$ cat src/rtl/multicycle_controller.sv
// Multicycle control FSM for the 8-bit accumulator CPU: FETCH_OP/DECODE/FETCH_ADDR/READ/EXEC/WRITE/BRANCH.
// Outputs are decoded from state (plus mem_ready for strobes); a low mem_ready stalls the memory states with outputs held.
module multicycle_controller (
  input  logic       clk,
  input  logic       rst_n,
  input  logic [3:0] opcode,
  input  logic       c_flag,
  input  logic       z_flag,
  input  logic       n_flag,
  input  logic       mem_ready,
  output logic       mem_req,
  output logic       mem_we,
  output logic       addr_sel,
  output logic       pc_inc,
  output logic       pc_load,
  output logic       ir_write,
  output logic       ar_write,
  output logic       mdr_write,
  output logic       acc_write,
  output logic       flags_write,
  output logic       acc_src,
  output logic [1:0] alu_op,
  output logic       alu_cin,
  output logic       instr_done,
  output logic       halted,
  output logic [2:0] state_dbg
);

  typedef enum logic [2:0] {
    S_START      = 3'd0,
    S_FETCH_OP   = 3'd1,
    S_DECODE     = 3'd2,
    S_FETCH_ADDR = 3'd3,
    S_READ       = 3'd4,
    S_EXEC       = 3'd5,
    S_WRITE      = 3'd6,
    S_BRANCH     = 3'd7
  } state_t;

  localparam logic [3:0] OP_NOP  = 4'b0000;
  localparam logic [3:0] OP_LDA  = 4'b0001;
  localparam logic [3:0] OP_STA  = 4'b0010;
  localparam logic [3:0] OP_JMP  = 4'b0011;
  localparam logic [3:0] OP_ADC  = 4'b0101;
  localparam logic [3:0] OP_SUB  = 4'b0110;
  localparam logic [3:0] OP_AND  = 4'b0111;
  localparam logic [3:0] OP_NOT  = 4'b1000;
  localparam logic [3:0] OP_JZ   = 4'b1001;
  localparam logic [3:0] OP_JC   = 4'b1010;
  localparam logic [3:0] OP_JN   = 4'b1011;
  localparam logic [3:0] OP_RSV0 = 4'b1100;
  localparam logic [3:0] OP_RSV1 = 4'b1101;
  localparam logic [3:0] OP_RSV2 = 4'b1110;
  localparam logic [3:0] OP_HLT  = 4'b1111;

  state_t state_q, state_d;
  logic   halt_q, halt_d;

  always_ff @(posedge clk or negedge rst_n) begin
    if (!rst_n) begin
      state_q <= S_START;
      halt_q  <= 1'b0;
    end else begin
      state_q <= state_d;
      halt_q  <= halt_d;
    end
  end

  assign state_dbg = state_q;
  assign halted    = halt_q;

  always_comb begin
    state_d     = state_q;
    halt_d      = halt_q;
    mem_req     = 1'b0;
    mem_we      = 1'b0;
    addr_sel    = 1'b0;
    pc_inc      = 1'b0;
    pc_load     = 1'b0;
    ir_write    = 1'b0;
    ar_write    = 1'b0;
    mdr_write   = 1'b0;
    acc_write   = 1'b0;
    flags_write = 1'b0;
    acc_src     = 1'b0;
    alu_op      = 2'b00;
    alu_cin     = 1'b0;
    instr_done  = 1'b0;

    // HALT shares encoding 7 with BRANCH; the halt bit freezes everything until reset.
    if (!halt_q) begin
      case (state_q)
        S_START: state_d = S_FETCH_OP;

        S_FETCH_OP: begin
          mem_req = 1'b1;
          if (mem_ready) begin
            ir_write = 1'b1;
            pc_inc   = 1'b1;
            state_d  = S_DECODE;
          end
        end

        S_DECODE: begin
          case (opcode)
            OP_NOP, OP_RSV0, OP_RSV1, OP_RSV2: begin
              instr_done = 1'b1;
              state_d    = S_FETCH_OP;
            end
            OP_NOT:  state_d = S_EXEC;
            OP_HLT: begin
              state_d = S_BRANCH;
              halt_d  = 1'b1;
            end
            default: state_d = S_FETCH_ADDR;
          endcase
        end

        S_FETCH_ADDR: begin
          mem_req = 1'b1;
          if (mem_ready) begin
            ar_write = 1'b1;
            pc_inc   = 1'b1;
            case (opcode)
              OP_JMP, OP_JZ, OP_JC, OP_JN: state_d = S_BRANCH;
              OP_STA:                      state_d = S_WRITE;
              default:                     state_d = S_READ;
            endcase
          end
        end

        S_READ: begin
          mem_req  = 1'b1;
          addr_sel = 1'b1;
          if (mem_ready) begin
            mdr_write = 1'b1;
            state_d   = S_EXEC;
          end
        end

        S_EXEC: begin
          acc_write  = 1'b1;
          instr_done = 1'b1;
          state_d    = S_FETCH_OP;
          case (opcode)
            OP_LDA: acc_src = 1'b1;
            OP_ADC: begin
              flags_write = 1'b1;
              alu_cin     = c_flag;
            end
            OP_SUB: begin
              flags_write = 1'b1;
              alu_op      = 2'b01;
              alu_cin     = 1'b1;
            end
            OP_AND: begin
              flags_write = 1'b1;
              alu_op      = 2'b10;
            end
            OP_NOT: begin
              flags_write = 1'b1;
              alu_op      = 2'b11;
            end
            default: flags_write = 1'b1;
          endcase
        end

        S_WRITE: begin
          mem_req  = 1'b1;
          mem_we   = 1'b1;
          addr_sel = 1'b1;
          if (mem_ready) begin
            instr_done = 1'b1;
            state_d    = S_FETCH_OP;
          end
        end

        S_BRANCH: begin
          instr_done = 1'b1;
          state_d    = S_FETCH_OP;
          case (opcode)
            OP_JMP:  pc_load = 1'b1;
            OP_JZ:   pc_load = z_flag;
            OP_JC:   pc_load = c_flag;
            OP_JN:   pc_load = n_flag;
            default: pc_load = 1'b0;
          endcase
        end
      endcase
    end
  end

endmodule

$ cat config.mk
export PLATFORM = sky130hd
export DESIGN_NAME = multicycle_controller
export DESIGN_NICKNAME = d
export VERILOG_FILES = /design/src/rtl/multicycle_controller.sv
export SDC_FILE = /design/constraint.sdc
export NUM_CORES = 1
export LEC_CHECK = 0
export CORE_MARGIN = 2
export CORE_UTILIZATION = 40
export CTS_CLUSTER_DIAMETER = 200
export DETAILED_ROUTE_END_ITERATION = 8
export GPL_ROUTABILITY_DRIVEN = 1
export HOLD_SLACK_MARGIN = 0.12
export MAX_ROUTING_LAYER = met4
export PLACE_DENSITY = 0.82
export SLEW_MARGIN = 15
export SYNTH_ARGS = -nofsm -noshare
export SYNTH_HDL_FRONTEND = slang
export SYNTH_SLANG_ARGS = --single-unit
$ cat constraint.sdc
create_clock -name clk -period 3.2 [get_ports clk]
set_input_delay 0.64 -clock clk [delete_from_list [all_inputs] [get_ports clk]]
set_output_delay 0.64 -clock clk [all_outputs]
set_load 0.05 [all_outputs]
==> results.toml <==
[final_layout]
antenna_cells_inserted = 0
drive_above_1_share_pct = 21.0
fillerInstances = 126
syn_to_final_growth_pct = 68.8
final_nets = 112
final_area_um2 = 900

[timing]
setup_violations = 0
rsz0062_at_grt = "no"
min_period_over_period_pct = 88.7
min_period_ns = 2.84
fin_ws_ns = 0.360
drv_slew = 0
fin_tns_setup_ns = 0
max_slew_margin_pct = 66.5
clock.fmax_mhz = 352
finalHoldViolCount = 0
clock_skew_ns = 0.00352
worst_pin_slew_ns = 0.501

[clock_network]
clk_latency_ns = 0.24
h-tree-depth = 1
clock_sinks = 4
cts_setup_buffers = 0
root_buffer = "clkbuf_4"
cts_buffers = 3
cts_resized = 0
cts_hold_buf = 0
clock_path_buffers = 2
cts_tree = "built"
clkSlewWorstSetupHoldPaths_ns = 0.04

[worst_setup_path]
r2r_slack_ns = 1.84
arrival_ns = 2.20
critPathMaxStageDelay_ns = 0.56
worst_path_max_delay_cell = "clkdlybuf4s50_1"
cp_max_fo = 9
cp.required_ns = 2.56
critPathKind = "primary input to primary output"
path_buf_inv = 2
cp_top_family = "buffers and inverters"
start_kind = "primary input"
path_cells = "clkdlybuf4s50_1 -> or2_4 -> nor3_1 -> o21ai_0 -> a21oi_1 -> buf_12"
critical_path.endpoint_type = "primary output"
rr_startpoint = "state_dbg[0]$_DFFE_PN0P_"
reg2reg_to = "state_dbg[2]$_DFFE_PN0P_"
worstRegToRegCells = 4

[global_route]
grt_pass1_vias = 561
gr-total-overflow = 0
grt_pass1_wl_um = 2320
grt_max_degree = 12
track_usage_pct = 21.8
antenna_found_initial = 0

[place]
numPortBuffers = 28
dpl_cell_area_um2 = 877
gp_congestion = 0.828
post-place-ws_ns = 0.375
place_hpwl_um = 1110

[floorplanning]
die-area_mm2 = 0.00164
core_area_mm2 = 0.00127
fp.dieW_um = 40.5
rows = 13
num_io_pins = 29
die_h_um = 40.5
start_util_pct = 42.0

[logic_synthesis]
seq_area_frac_synth_pct = 18.8
syn_inst = 74
syn_nets = 84
synth-edff-count = 0
ys.flop_type = "dfrtp_1"
syn_area_um2 = 533
ys_seq_elements = 4
synth-warning-count = 0
syn_area_per_cell_um2 = 7.20
synth_cell_types = 36
async_reset_ff_share_pct = 100

[detailed_routing]
wl_um = 1430
drtAntennaViolNets = 0
drc_errors = 0
vias_per_cell = 5.45
routedWlPerCell_um = 12.5
firstDrtPassIters = 6
first_iter_violations = 16
dr_total_vias = 627

[pwr]
leakage_nw = 0.357
powerDensity_mw_per_mm2 = 932
ir_drop_v = 0.000330

[status]
status = "completed"

[min_path]
hp-class = "primary input to asynchronous set/reset pin"

[flow_run]
timing.max_cap.violations = 0
-- report_power, final --
part,switching [W],internal [W],leakage [nW]
combinational,0.000400,0.000234,0.296
clock,0.0000212,0.0000420,0.0138
sequential,0.0000652,0.0000757,0.0479
-- through the flow --
stage | std cells | util, % | hold slack [ns] | total power [W]
after global placement | 112 | 69.1 | 0.647 | 0.000763
after CTS | 115 | 70.9 | 0.603 | 0.000842
after global routing | 115 | 70.9 | 0.614 | 0.000887
after floorplan | 74 | - | 0.344 | 0.000573
after detailed placement | 112 | 69.1 | 0.650 | 0.000775
final | 115 | 70.9 | 0.602 | 0.000838
-- cells by family after synthesis --
group | after synthesis | synth area share, %
xor gates and xnor gates | 1 | 1.64
adders and majority gates | 1 | 1.88
DFF | 4 | 18.8
and+or+nand+nor | 38 | 41.6
AOI/OAI and AO/OA | 21 | 26.5
buffers and inverters | 9 | 9.62
-- registers in the layout, summed over array words and instances, names as in the netlist --
name       cells
state_dbg      3
halted         1
-- placed cells by master, fill, tap and decap left out, types with 3 or more instances in the layout --
cell and instances:
a21oi_1 7, and2_1 3, buf_12 7, buf_4 5, clkbuf_4 3, clkdlybuf4s50_1 18, dfrtp_1 4, nand2b_1 3
nor2_1 9, nor2b_1 3, nor3_1 4, nor3b_1 4, o21ai_0 3
-- per-layer routing --
metal  up-vias  share of wire, %  global-route usage, %
li1        313                 -                      -
met1       284                40                   23.6
met2        28                53                   37.7
met3         2               6.6                   3.89
met4         0              0.63                   10.8
met5         -                 0                      -
-- synth_stat cells (all sizes together) (2+ instances only) --
master   instances  area, um^2
nor2b            3        18.8
nor3b            5        37.5
or2              3        21.3
buf              5        36.3
nand3b           2        15.0
inv              2        7.51
nor3             4        20.0
clkbuf           2        7.51
and2             3        18.8
o21ai            4        20.0
a21oi            7        35.0
nor2            10        40.0
dfrtp            4         100
a2bb2oi          2        17.5
nand2b           3        18.8
-- worst max-delay path by stage --
stage                     cells after the start         end  slack [ns]                      from
after floorplan                               5     alu_cin        0.07  state_dbg[0]$_DFFE_PN0P_
after global placement                        3   mdr_write        0.41                 mem_ready
after detailed placement                      6  instr_done        0.38                 opcode[2]
after CTS                                     4   acc_write        0.37  state_dbg[0]$_DFFE_PN0P_
after global routing                          6  instr_done        0.24                 opcode[2]
final                                         6  instr_done        0.36                 opcode[2]
-- cell type report --
type | instances | area [um^2] | share of cell area, %
clock buffer | 3 | 22.5 | 2.50
inverter | 2 | 7.51 | 0.834
multi-input combinational | 61 | 393 | 43.7
sequential | 4 | 100 | 11.1
tap | 15 | 18.8 | 2.09
timing repair buffer | 30 | 358 | 39.8
Power figures use the tool's default switching activity.
